===== src/rtl/deconcatenador_out_if.sv =====
// Handshake bundle for the mining block receiver: upstream block bus
// and downstream split entry/nonce bus.
interface deconcatenador_out_if #(
  parameter int CNT_W = 16
);
  logic                   selector;
  logic                   block_valid;
  logic                   block_ready;
  logic [7:0][15:0]       block_in;
  logic                   entry_valid;
  logic                   entry_ready;
  logic [7:0][11:0]       entry_12;
  logic [7:0][3:0]        nonce;
  logic                   dropped;
  logic [CNT_W-1:0]       block_count;

  modport slave (
    input  selector,
    input  block_valid,
    input  block_in,
    input  entry_ready,
    output block_ready,
    output entry_valid,
    output entry_12,
    output nonce,
    output dropped,
    output block_count
  );

  modport master (
    output selector,
    output block_valid,
    output block_in,
    output entry_ready,
    input  block_ready,
    input  entry_valid,
    input  entry_12,
    input  nonce,
    input  dropped,
    input  block_count
  );
endinterface


===== src/rtl/deconcatenador_out.sv =====
// Receive-side deconcatenator: filters filler blocks, buffers DEPTH
// blocks and splits the head into entry_12 / nonce fields.
module deconcatenador_out #(
  parameter int DEPTH = 2,
  parameter int CNT_W = 16
) (
  input logic                 clk,
  input logic                 reset,
  deconcatenador_out_if.slave bus
);

  localparam int AW = $clog2(DEPTH);
  localparam logic [AW:0] OCC_FULL = (AW+1)'(DEPTH);

  logic [127:0]     r_mem [DEPTH];
  logic [AW-1:0]    r_wr;
  logic [AW-1:0]    r_rd;
  logic [AW:0]      r_occ;
  logic [CNT_W-1:0] r_cnt;
  logic             r_dropped;

  logic             w_full;
  logic             w_empty;
  logic             w_acc;
  logic             w_filler;
  logic             w_push;
  logic             w_pop;
  logic [127:0]     w_head;

  assign w_full   = (r_occ == OCC_FULL);
  assign w_empty  = (r_occ == '0);
  assign w_acc    = bus.block_valid & ~w_full;
  assign w_filler = ~bus.selector | (bus.block_in == '0);
  assign w_push   = w_acc & ~w_filler;
  assign w_pop    = ~w_empty & bus.entry_ready;

  // Empty buffer forces the split fields to zero.
  assign w_head = w_empty ? '0 : r_mem[r_rd];

  assign bus.block_ready = ~w_full;
  assign bus.entry_valid = ~w_empty;
  assign bus.entry_12    = w_head[127:32];
  assign bus.nonce       = w_head[31:0];
  assign bus.dropped     = r_dropped;
  assign bus.block_count = r_cnt;

  always_ff @(posedge clk) begin
    if (w_push) begin
      r_mem[r_wr] <= bus.block_in;
    end
  end

  always_ff @(posedge clk or posedge reset) begin
    if (reset) begin
      r_wr      <= '0;
      r_rd      <= '0;
      r_occ     <= '0;
      r_cnt     <= '0;
      r_dropped <= 1'b0;
    end else begin
      r_dropped <= w_acc & w_filler;
      if (w_push) begin
        r_wr <= r_wr + 1'b1;
      end
      if (w_pop) begin
        r_rd  <= r_rd + 1'b1;
        r_cnt <= r_cnt + 1'b1;
      end
      case ({w_push, w_pop})
        2'b10:   r_occ <= r_occ + 1'b1;
        2'b01:   r_occ <= r_occ - 1'b1;
        default: r_occ <= r_occ;
      endcase
    end
  end

endmodule


===== src/flat_wrapper.sv =====
// flat-port wrapper written by rule: the top's interface ports become plain ports
module deconcatenador_out_flat 
#(
  parameter int DEPTH = 2,
  parameter int CNT_W = 16
)
  (clk, reset, bus_selector, bus_block_valid, bus_block_in, bus_entry_ready, bus_block_ready, bus_entry_valid, bus_entry_12, bus_nonce, bus_dropped, bus_block_count);
  deconcatenador_out_if #(.CNT_W(CNT_W)) bus_i ();
  input logic clk;
  input logic reset;
  input wire logic [$bits(bus_i.selector)-1:0] bus_selector;
  input wire logic [$bits(bus_i.block_valid)-1:0] bus_block_valid;
  input wire logic [$bits(bus_i.block_in)-1:0] bus_block_in;
  input wire logic [$bits(bus_i.entry_ready)-1:0] bus_entry_ready;
  output wire logic [$bits(bus_i.block_ready)-1:0] bus_block_ready;
  output wire logic [$bits(bus_i.entry_valid)-1:0] bus_entry_valid;
  output wire logic [$bits(bus_i.entry_12)-1:0] bus_entry_12;
  output wire logic [$bits(bus_i.nonce)-1:0] bus_nonce;
  output wire logic [$bits(bus_i.dropped)-1:0] bus_dropped;
  output wire logic [$bits(bus_i.block_count)-1:0] bus_block_count;
  assign bus_i.selector = bus_selector;
  assign bus_i.block_valid = bus_block_valid;
  assign bus_i.block_in = bus_block_in;
  assign bus_i.entry_ready = bus_entry_ready;
  assign bus_block_ready = bus_i.block_ready;
  assign bus_entry_valid = bus_i.entry_valid;
  assign bus_entry_12 = bus_i.entry_12;
  assign bus_nonce = bus_i.nonce;
  assign bus_dropped = bus_i.dropped;
  assign bus_block_count = bus_i.block_count;
  deconcatenador_out #(.DEPTH(DEPTH), .CNT_W(CNT_W)) u_core (.clk(clk), .reset(reset), .bus(bus_i));
endmodule

===== config.mk =====
export PLATFORM = sky130hd
export DESIGN_NAME = deconcatenador_out_flat
export DESIGN_NICKNAME = d
export VERILOG_FILES = /design/src/rtl/deconcatenador_out_if.sv /design/src/rtl/deconcatenador_out.sv /design/src/flat_wrapper.sv
export SDC_FILE = /design/constraint.sdc
export NUM_CORES = 1
export LEC_CHECK = 0
export CAP_MARGIN = 20
export CORE_ASPECT_RATIO = 0.9
export CORE_UTILIZATION = 44
export CTS_CLUSTER_SIZE = 28
export DETAILED_ROUTE_END_ITERATION = 12
export PLACE_DENSITY_LB_ADDON = 0.12
export RECOVER_POWER = 25
export SLEW_MARGIN = 10
export SYNTH_ARGS = -nofsm -noshare
export SYNTH_HDL_FRONTEND = slang
export SYNTH_SLANG_ARGS = --single-unit

===== constraint.sdc =====
create_clock -name clk -period 7.25 [get_ports clk]
set_input_delay 1.45 -clock clk [delete_from_list [all_inputs] [get_ports clk]]
set_output_delay 1.45 -clock clk [all_outputs]
set_load 0.05 [all_outputs]

==> results of run 1 <==
-- cell usage in the layout, fill, tap and decap left out --
cell type        count
buf_4                3
nand2b_1             1
nand2_2              1
nor2b_4              1
nor2_1             130
nand4_4              1
inv_2                1
diode_2              2
dfrtp_1             20
ha_1                 2
buf_16               1
clkbuf_1             6
nand2_1             11
inv_1                2
clkdlybuf4s50_1    191
inv_6                2
clkinv_2             7
nor4_1              32
and4_1               1
nor2_4               2
a21oi_1              2
edfxtp_1           256
mux2i_1            128
bufinv_16            1
dfrtp_4              1
clkinv_1             7
and3_1               2
nand3_1              7
and2_4               1
nand4_1             10
nor2_2               1
xnor2_1             14
nor4_2               2
dlygate4sd3_1       88
clkbuf_16           29
xor2_1               6
buf_12               2
-- registers in the layout, indices dropped and copies added (netlist names) --
signal,cells
u_core.bus.dropped,1
u_core.bus.block_count,16
u_core.r_occ,2
u_core.r_mem,256
u_core.r_rd,1
u_core.r_wr,1
-- per-stage QoR --
stage	utilization (%)	hold WS, ps	cell area, µm²
after floorplan	-	464	10800
after global routing	62.5	529	14800
after CTS	62.4	495	14800
after detailed placement	58.8	480	13900
final	62.5	495	14800
after global placement	58.8	481	13900
-- worst max-delay path, cell delays in order, from the launching register on --
cell	delay, ps
dfrtp_4	680
buf_12	530
mux2i_1	190
nor2_1	170
clkdlybuf4s50_1	830
-- cells in the mapped netlist (all sizes together) --
| cell type | number |
|---|---|
| nor2 | 133 |
| nor2b | 1 |
| clkbuf | 11 |
| a21oi | 2 |
| edfxtp | 256 |
| nand2 | 12 |
| nand3 | 7 |
| inv | 3 |
| and3 | 2 |
| buf | 18 |
| mux2i | 128 |
| and2 | 1 |
| nor4 | 34 |
| nand2b | 1 |
| and4 | 1 |
| ha | 2 |
| xnor2 | 14 |
| nand4 | 11 |
| dfrtp | 21 |
| xor2 | 6 |
| clkinv | 1 |
-- cells by family after synthesis --
family          after synthesis  share of synthesized area [%]
compound gates                2                         0.0928
xor+xnor                     20                           1.62
flops                       277                           76.1
buf+inv                      33                           1.31
simple gates                203                           8.72
fa+ha+maj                     2                          0.232
mux                         128                           11.9
-- routing by layer --
layer	wire, µm	share of wire (%)
met5	13	0.054
met4	355	1.5
met3	1740	7.2
met2	11400	47
met1	10600	44
-- power groups by stage --
stage               clock network (mW)  logic [mW]  registers (mW)
floorplan                            0        2.22            2.15
global placement                     0        3.37            2.12
detailed placement                   0        3.37            2.12
CTS                               1.37        3.38            2.09
global route                      1.43        3.50            2.11
finish                            1.34        3.34            2.09
-- path summary, 6_finish.rpt --
| path | from | end | slack [ps] | depth (start not counted) |
|---|---|---|---|---|
| max reg2reg | u_core.r_occ[0]$_DFFE_PP0P_ | u_core.r_mem[0][80]$_DFFE_PP_ | 3950 | 6 |
| max | u_core.r_rd$_DFFE_PP0P_ | bus_entry_12[22] | 2610 | 4 |
| min | u_core.bus.block_count[11]$_DFFE_PP0P_ | u_core.bus.block_count[11]$_DFFE_PP0P_ | 490 | 1 |
| max in group asynchronous | reset | u_core.r_rd$_DFFE_PP0P_ | 5250 | 2 |
| min in group asynchronous | reset | u_core.bus.block_count[5]$_DFFE_PP0P_ | 1390 | 2 |
| min reg2reg | u_core.bus.block_count[11]$_DFFE_PP0P_ | u_core.bus.block_count[11]$_DFFE_PP0P_ | 490 | 1 |
-- layout make-up --
class	count	area (µm²)	share of cell area (%)
multi-input combinational	355	2450	16.6
tap	302	378	2.55
timing repair buffer	285	2880	19.5
sequential	277	8220	55.5
clock inverter	16	104	0.702
antenna	2	5.00	0.0338
inverter	4	16.3	0.110
clock buffer	35	748	5.06
==> flow_summary_export.csv, run 1 <==
group,metric,value,unit
logic_synthesis,synth_area_leaders,"edfxtp_1 (71%), mux2i_1 (12%), dfrtp_1 (4.9%)",
critical_path,crit_arrival,3190,ps
detailed_routing,drc,0,
critical_path,critPathKind,"reg2out",
floorplanning,core_region_area,23700,µm²
sta,fin_crit_sh,64.0,%
power,netSwitchingPower,2.94,mW
power,switching_share,43.5,%
clock_tree,cts_root_buffer,"clkbuf_16",
detailed_routing,first_pass_iters,4,
detailed_routing,initialDrtViolationCount,426,
clock_tree,clk_path_buf_depth,3,
placement,gp_congestion,0.751,
min_path,holdCritPathClass,"reg2reg",
critical_path,setup.worst_path.start_class,"flop",
power,peakVddDrop,0.355,mV
logic_synthesis,syn_avg_cell_area,16.2,µm²
clock_tree,htree_levels,1,
grt,grt_pass1_vias,6362,
clock_tree,cts.clk_slew.worst_paths,60,ps
grt,use_met2,29.8,%
logic_synthesis,ys.warnings.count,0,
logic_synthesis,netlist-cell-type-count,28,
power,seqPwrFrac,30.9,%
sta,finalHoldViolCount,0,
logic_synthesis,synth_fp_nets,800,
placement,io_buffers,279,
sta,tns,0,ps
clock_tree,cts_resized,0,
critical_path,endpoint_kind,"output port",
sta,fin_worst_skew,7.77,ps
logic_synthesis,ys_seq_area_share,76.1,%
power,p_leak,5.38,nW
sta,fmax,0.216,GHz
power,power,6.76,mW
placement,dp_slack,2230,ps
sta,setup_viol,0,
placement,place_inst,1222,
grt,grt_util_met1,26.8,%
clock_tree,cts_hold_buf,0,
critical_path,critPathMaxFanout,108,
detailed_routing,viasPerCell,5.05,
sta,fin_crit,4640,ps
power,p_int,3.82,mW
floorplanning,die_w,167,µm
clock_tree,numCtsBuffers,29,
power,power_density,457,nW/µm²
grt,grt_remaining_overflow,0,
outcome,run_status,"complete, no violations",
detailed_routing,postRouteWirelength,24.2,mm
sta,grt_setup_unrepaired,"false",
floorplanning,die-area,25100,µm²
clock_tree,cts.sinks,277,
grt,grtUsageMet3,4.52,%
grt,busiest_layer,"met2",
logic_synthesis,yosysTopAreaCell,"edfxtp_1",
placement,dp_hpwl,15.8,mm
logic_synthesis,yosys.area.top_type_share,71.3,%
detailed_routing,ant_nets,0,
floorplanning,die_y,151,µm
job,maxCapViolCount,0,
sta,finalMaxSlewViolations,0,
logic_synthesis,netlist_area,10800,µm²
grt,grt_pass1_wl,36.2,mm
detailed_routing,dr_total_vias,6443,
layout,syn_to_final_growth,37.2,%
detailed_routing,avgRoutedWirePerCell,18.9,µm
sta,fin_ws,2610,ps
layout,final-instance-count-excl-fill,1276,
clock_tree,clkLatencyLatePin,540,ps
floorplanning,std_cell_rows,53,
power,power_frac_clock,19.7,%
layout,nFillCells,1833,
logic_synthesis,netlist_instances,665,
critical_path,critPathRequiredTime,5800,ps
logic_synthesis,synth.ff_latch_count,277,
sta,relSlewSlack,32.1,%
grt,grt_max_degree,109,
clock_tree,cts_tree,"built",
layout,layout-drive-gt1-share,5.76,%
power,power_frac_comb,49.4,%
floorplanning,ios,280,
layout,final_nets,1087,
sta,tightest_slew,1020,ps
grt,track_usage,19.0,%
clock_tree,post-cts-setup-buffer-count,0,
grt,antenna_found_initial,3,
floorplanning,start_util,45.6,%
No activity file was read; power rests on OpenSTA's default activity.
==> run 2: changes to the inputs <==
--- a/config.mk
+++ b/config.mk
@@ -7,7 +7,7 @@
 export LEC_CHECK = 0
 export CAP_MARGIN = 20
 export CORE_ASPECT_RATIO = 0.9
-export CORE_UTILIZATION = 44
+export CORE_UTILIZATION = 49
 export CTS_CLUSTER_SIZE = 28
 export DETAILED_ROUTE_END_ITERATION = 12
 export PLACE_DENSITY_LB_ADDON = 0.12
==> constraint.sdc (replaced) <==
create_clock -name clk -period 4.8 [get_ports clk]
set_input_delay 0.96 -clock clk [delete_from_list [all_inputs] [get_ports clk]]
set_output_delay 0.96 -clock clk [all_outputs]
set_load 0.05 [all_outputs]
==> run 2 against run 1 <==
  * Count of clock-buffer cells in the layout up 8
  * Critical path depth unchanged
  * Routed wire length about the same
  * Sequential share of layout area down 0.26 points
  * Flip-flop and latch count unchanged
  * Via count up 1.6%
  * Global-route usage up 2.1 points
  * Highest routed layer unchanged
  * Clock power up 58%
  * Critical endpoint is now bus_entry_12[70]
  * First-iteration DRC count down 15%
  * Non-clock buffer count up 1
  * Hold slack worse by 16 ps
  * Clock skew up 1.2 ps
==> flow_summary_export.csv, run 2 (same netlist as run 1, synthesis figures left out) <==
group,metric,value,unit
outcome,run_status,"complete, no violations",
power,netSwitchingPower,4.44,mW
grt,track_usage,21.1,%
power,switching_share,42.9,%
detailed_routing,initialDrtViolationCount,361,
layout,layout_common_cells,"edfxtp_1 (256), clkdlybuf4s50_1 (189), nor2_1 (130)",
clock_tree,clkLatencyLatePin,520,ps
power,power_frac_clock,20.6,%
power,power_frac_comb,48.8,%
clock_tree,cts_tree,"built",
floorplanning,core_region_area,21600,µm²
job,maxCapViolCount,0,
sta,fin_crit_sh,79.6,%
clock_tree,cts_resized,0,
critical_path,critPathRequiredTime,3840,ps
floorplanning,std_cell_rows,51,
grt,grt_remaining_overflow,0,
layout,layout-drive-gt1-share,5.95,%
detailed_routing,first_pass_iters,4,
detailed_routing,dr_total_vias,6549,
clock_tree,cts_root_buffer,"clkbuf_16",
placement,io_buffers,279,
critical_path,setup.worst_path.start_class,"flop",
power,p_int,5.90,mW
layout,largest_reg_flops,256,
layout,postLayoutCellArea,14900,µm²
layout,final-instance-count-excl-fill,1270,
floorplanning,die_w,158,µm
sta,fin_worst_skew,8.99,ps
placement,gp_congestion,0.761,
layout,syn_to_final_growth,37.8,%
detailed_routing,ant_nets,0,
critical_path,critPathMaxFanout,34,
sta,finalMaxSlewViolations,0,
placement,placed_cell_area,13900,µm²
layout,final_nets,1088,
power,peakVddDrop,0.467,mV
placement,dp_hpwl,16.1,mm
sta,fin_crit,3820,ps
placement,place_inst,1213,
critical_path,r2r_slack,2110,ps
grt,grt_pass1_vias,6770,
clock_tree,cts.sinks,277,
critical_path,endpoint_kind,"output port",
critical_path,path_cells,"nor2_4, buf_4, nor2_1, clkdlybuf4s50_1",
floorplanning,die_y,143,µm
critical_path,crit_arrival,2860,ps
sta,fmax,0.262,GHz
critical_path,critPathKind,"reg2out",
floorplanning,ios,280,
power,seqPwrFrac,30.6,%
grt,grt_max_degree,74,
clock_tree,htree_levels,1,
floorplanning,die-area,22600,µm²
layout,top_register,"u_core.r_mem",
clock_tree,cts_hold_buf,0,
layout,layout_commonest_cell,"edfxtp_1",
detailed_routing,drc,0,
sta,grt_setup_unrepaired,"false",
grt,grt_pass1_wl,36.2,mm
sta,tightest_slew,1050,ps
detailed_routing,viasPerCell,5.16,
power,power_density,695,nW/µm²
min_path,holdCritPathClass,"reg2reg",
clock_tree,clk_path_buf_depth,3,
detailed_routing,avgRoutedWirePerCell,19.0,µm
sta,fin_hold_ws,479,ps
sta,finalHoldViolCount,0,
layout,nFillCells,1462,
clock_tree,post-cts-setup-buffer-count,0,
clock_tree,cts.clk_slew.worst_paths,60,ps
floorplanning,start_util,49.9,%
critical_path,crit_slowest_cell,"clkdlybuf4s50_1",
critical_path,max_stage_delay,720,ps
sta,setup_viol,0,
sta,relSlewSlack,30.2,%
detailed_routing,postRouteWirelength,24.2,mm
grt,antenna_found_initial,4,
sta,tns,0,ps
clock_tree,numCtsBuffers,29,
power,p_leak,5.41,nW
-- run 2: power by group through the flow --
stage	Combinational (mW)	Clock [mW]	Sequential (mW)
2_1_floorplan	3.35	0	3.23
3_3_place_gp	5.06	0	3.19
3_5_place_dp	5.08	0	3.22
4_1_cts	5.10	2.17	3.17
5_1_grt	5.28	2.26	3.19
6_report	5.05	2.12	3.16
-- run 2: area by class of cell --
class                           count  area, µm²  share of cell area [%]
Antenna cell                        4       10.0                  0.0673
Inverter                            4       16.3                   0.109
Timing Repair Buffer              286       2900                    19.5
Clock buffer                       43        818                    5.50
Clock inverter                     10       98.8                   0.665
Multi-Input combinational cell    355       2450                    16.5
Sequential cell                   277       8220                    55.3
Tap cell                          291        364                    2.45
-- run 2: routing by layer --
metal / vias to the layer above / routed length (µm) / GRT usage [%]
li1: 3089 / - / -
met1: 3202 / 10300 / 28.1
met2: 214 / 11600 / 34.3
met3: 42 / 1670 / 5.07
met4: 2 / 590 / 6.43
met5: - / 11 / 0
-- run 2: final timing paths --
kind,from,depth (start not counted),to
worst max-delay path,u_core.r_occ[1]$_DFFE_PP0P_,4,bus_entry_12[70]
worst min-delay path,u_core.bus.block_count[15]$_DFFE_PP0P_,1,u_core.bus.block_count[15]$_DFFE_PP0P_
worst max register to register,u_core.r_occ[0]$_DFFE_PP0P_,5,u_core.r_mem[1][2]$_DFFE_PP_
worst min register to register,u_core.bus.block_count[15]$_DFFE_PP0P_,1,u_core.bus.block_count[15]$_DFFE_PP0P_
max in group asynchronous,reset,2,u_core.r_rd$_DFFE_PP0P_
min in group asynchronous,reset,2,u_core.bus.block_count[1]$_DFFE_PP0P_
-- run 2: stage by stage --
stage	total power [mW]	util [%]	setup slack, ps
finish	10.3	68.7	977
global route	10.7	68.7	836
detailed placement	8.29	64.5	823
floorplan	6.58	-	963
CTS	10.4	68.7	928
global placement	8.25	64.5	869
-- run 2: critical path, delay by kind of cell, from the launching register on --
family        cells  cell delay (ps)
buf+inv           2             1200
simple gates      2              700
flops             1              430
==> variant (flow settings as in run 2) <==
`CNT_W` is set to 16 in 3 places; all go to 32.
--- a/src/rtl/deconcatenador_out_if.sv
+++ b/src/rtl/deconcatenador_out_if.sv
@@ -1,7 +1,7 @@
 // Handshake bundle for the mining block receiver: upstream block bus
 // and downstream split entry/nonce bus.
 interface deconcatenador_out_if #(
-  parameter int CNT_W = 16
+  parameter int CNT_W = 32
 );
   logic                   selector;
   logic                   block_valid;
--- a/src/rtl/deconcatenador_out.sv
+++ b/src/rtl/deconcatenador_out.sv
@@ -2,7 +2,7 @@
 // blocks and splits the head into entry_12 / nonce fields.
 module deconcatenador_out #(
   parameter int DEPTH = 2,
-  parameter int CNT_W = 16
+  parameter int CNT_W = 32
 ) (
   input logic                 clk,
   input logic                 reset,
--- a/src/flat_wrapper.sv
+++ b/src/flat_wrapper.sv
@@ -2,7 +2,7 @@
 module deconcatenador_out_flat 
 #(
   parameter int DEPTH = 2,
-  parameter int CNT_W = 16
+  parameter int CNT_W = 32
 )
   (clk, reset, bus_selector, bus_block_valid, bus_block_in, bus_entry_ready, bus_block_ready, bus_entry_valid, bus_entry_12, bus_nonce, bus_dropped, bus_block_count);
   deconcatenador_out_if #(.CNT_W(CNT_W)) bus_i ();
Ports: changed (resized bus_block_count); port bits go from 280 to 296. No check against the original RTL was run, so the function may have changed too.
==> variant against run 2 <==
  * Total power increased by 1.9%
  * Area after synthesis rose by 6.8%
  * Count of clock-buffer cells in the layout rose by 7
  * Setup slack worse by 0.039 ns
  * Critical path type unchanged
  * Highest routed layer unchanged
  * Critical path depth did not move
  * Global-route usage is 0.055 points higher
  * Final cell count increased by 7.5%
  * First-iteration DRC count rose by 12%
  * Sequential cell count is 16 higher
  * Wire length grew 7.1%
  * Register-to-register slack better by 0.15 ns
  * Sequential power grew 4%
  * Largest power group unchanged
  * Final area up 6.2%
==> variant: results (changes against run 2) <==
<table>
<tr><th>Metric</th><th>Value</th></tr>
<tr><th colspan="2">Clocking</th></tr>
<tr><td>Clk_lat worst skew</td><td>0.55 ns (+0.03 ns)</td></tr>
<tr><th colspan="2">Yosys</th></tr>
<tr><td>Share of the synthesized netlist area taken by xor and xnor gates</td><td>2.74% (+1.1 points)</td></tr>
<tr><td>Net count of the mapped netlist</td><td>863 (+7.9%)</td></tr>
<tr><td>Compound-gate portion of the synthesized area</td><td>0.0869% (-0.0059 points)</td></tr>
<tr><td>Most numerous cell types in the synthesized netlist</td><td>sky130_fd_sc_hd__edfxtp_1, sky130_fd_sc_hd__nor2_1, sky130_fd_sc_hd__mux2i_1, sky130_fd_sc_hd__dfrtp_1, sky130_fd_sc_hd__nor4_1</td></tr>
<tr><td>Top cells by area, synth</td><td>sky130_fd_sc_hd__edfxtp_1, sky130_fd_sc_hd__mux2i_1, sky130_fd_sc_hd__dfrtp_1</td></tr>
<tr><td>Mux share of post-synthesis cell area</td><td>11.1% (-0.75 points)</td></tr>
<tr><td>Average cell area after synthesis</td><td>15.8 um2 (-2.5%)</td></tr>
<tr><th colspan="2">Pwr</th></tr>
<tr><td>Leak Pwr</td><td>0.00585 uW (+8.1%)</td></tr>
<tr><td>Total power consumption of the routed design</td><td>10500 uW (+1.9%)</td></tr>
<tr><td>Power dissipated in combinational cells</td><td>5060 uW (about the same)</td></tr>
<tr><td>Pint</td><td>6020 uW (+2.0%)</td></tr>
<tr><th colspan="2">Drt</th></tr>
<tr><td>Met1 routed wirelength after detailed routing</td><td>10.8 mm (+5.6%)</td></tr>
<tr><td>Pre-Repair DR Iteration Count</td><td>5 (+1)</td></tr>
<tr><td>Number of vias per cell after detailed routing</td><td>5.26 (+2.0%)</td></tr>
<tr><td>Routed wire per std cell</td><td>19.0 um (-0.32%)</td></tr>
<tr><th colspan="2">Run status</th></tr>
<tr><td>Status</td><td>complete, no violations</td></tr>
<tr><th colspan="2">Global routing</th></tr>
<tr><td>GRT Total Usage</td><td>21.1% (+0.055 points)</td></tr>
<tr><td>Via count of the first global-routing pass</td><td>7050 (+4.1%)</td></tr>
<tr><td>Initial antenna violation count</td><td>8 (+4)</td></tr>
<tr><td>Pin count of the biggest net entering global routing</td><td>70 (-5.4%)</td></tr>
<tr><th colspan="2">Layout</th></tr>
<tr><td>Number of fillers in the final layout</td><td>1566 (+7.1%)</td></tr>
<tr><td>Final net count</td><td>1172 (+7.7%)</td></tr>
<tr><th colspan="2">Place</th></tr>
<tr><td>Port Buffers</td><td>295 (+5.7%)</td></tr>
<tr><td>Routability congestion estimate</td><td>0.759 (-0.25%)</td></tr>
<tr><td>Half-perimeter wire length after detailed placement</td><td>17.5 mm (+8.5%)</td></tr>
<tr><th colspan="2">STA</th></tr>
<tr><td>Worst max-slew margin expressed relative to the limit</td><td>47.0% (+17 points)</td></tr>
<tr><th colspan="2">Setup path</th></tr>
<tr><td>Arrival time at the worst endpoint</td><td>2.90 ns (+0.04 ns)</td></tr>
<tr><td>Maximum fanout encountered on the critical timing path</td><td>25 (-26%)</td></tr>
</table>
variant: cells by family after synthesis:
group,after synthesis
compound gates,2
xor+xnor,36
fa+ha+maj,2
buf+inv,34
flops,293
mux,128
simple gates,233
variant: worst paths after layout:
check | cells after the start | slack (ns) | end | start
max | 4 | 0.94 | bus_entry_12[91] | u_core.r_rd
min | 1 | 0.48 | u_core.bus.block_count[31] | u_core.bus.block_count[31]
max reg2reg | 5 | 2.26 | u_core.r_mem[1][52] | u_core.r_occ[0]
min reg2reg | 1 | 0.48 | u_core.bus.block_count[31] | u_core.bus.block_count[31]
max in group asynchronous | 3 | 3.27 | u_core.r_rd | reset
min in group asynchronous | 2 | 0.76 | u_core.bus.block_count[29] | reset
variant: per-layer routing:
metal | vias to the layer above | track usage, %
met1 | 3491 | 28.3
met5 | - | 0
met3 | 50 | 4.94
met2 | 272 | 34.2
met4 | 4 | 6.94
li1 | 3361 | -
variant: final cells by class:
class | instances | share of cell area, %
sequential | 293 | 54.6
timing repair buffer | 306 | 19.5
multi-input combinational | 401 | 17.6
clock buffer | 50 | 5.49
tap | 297 | 2.35
clock inverter | 6 | 0.325
inverter | 5 | 0.135
antenna | 7 | 0.111
variant: stage by stage:
step	cell area, um2	std cells	setup slack (ns)	hold WS [ns]
2_1_floorplan	11500	728	0.976	0.465
3_3_place_gp	14900	1302	0.712	0.464
3_5_place_dp	14900	1302	0.624	0.473
4_1_cts	15800	1358	0.934	0.483
5_1_grt	15800	1363	0.810	0.508
6_report	15800	1365	0.938	0.477
variant: critical path: stages (launching register included):
cell                              delay [ns]
sky130_fd_sc_hd__dfrtp_4                0.71
sky130_fd_sc_hd__buf_4                  0.44
sky130_fd_sc_hd__mux2i_1                0.13
sky130_fd_sc_hd__nor2_1                 0.21
sky130_fd_sc_hd__clkdlybuf4s50_1        0.85
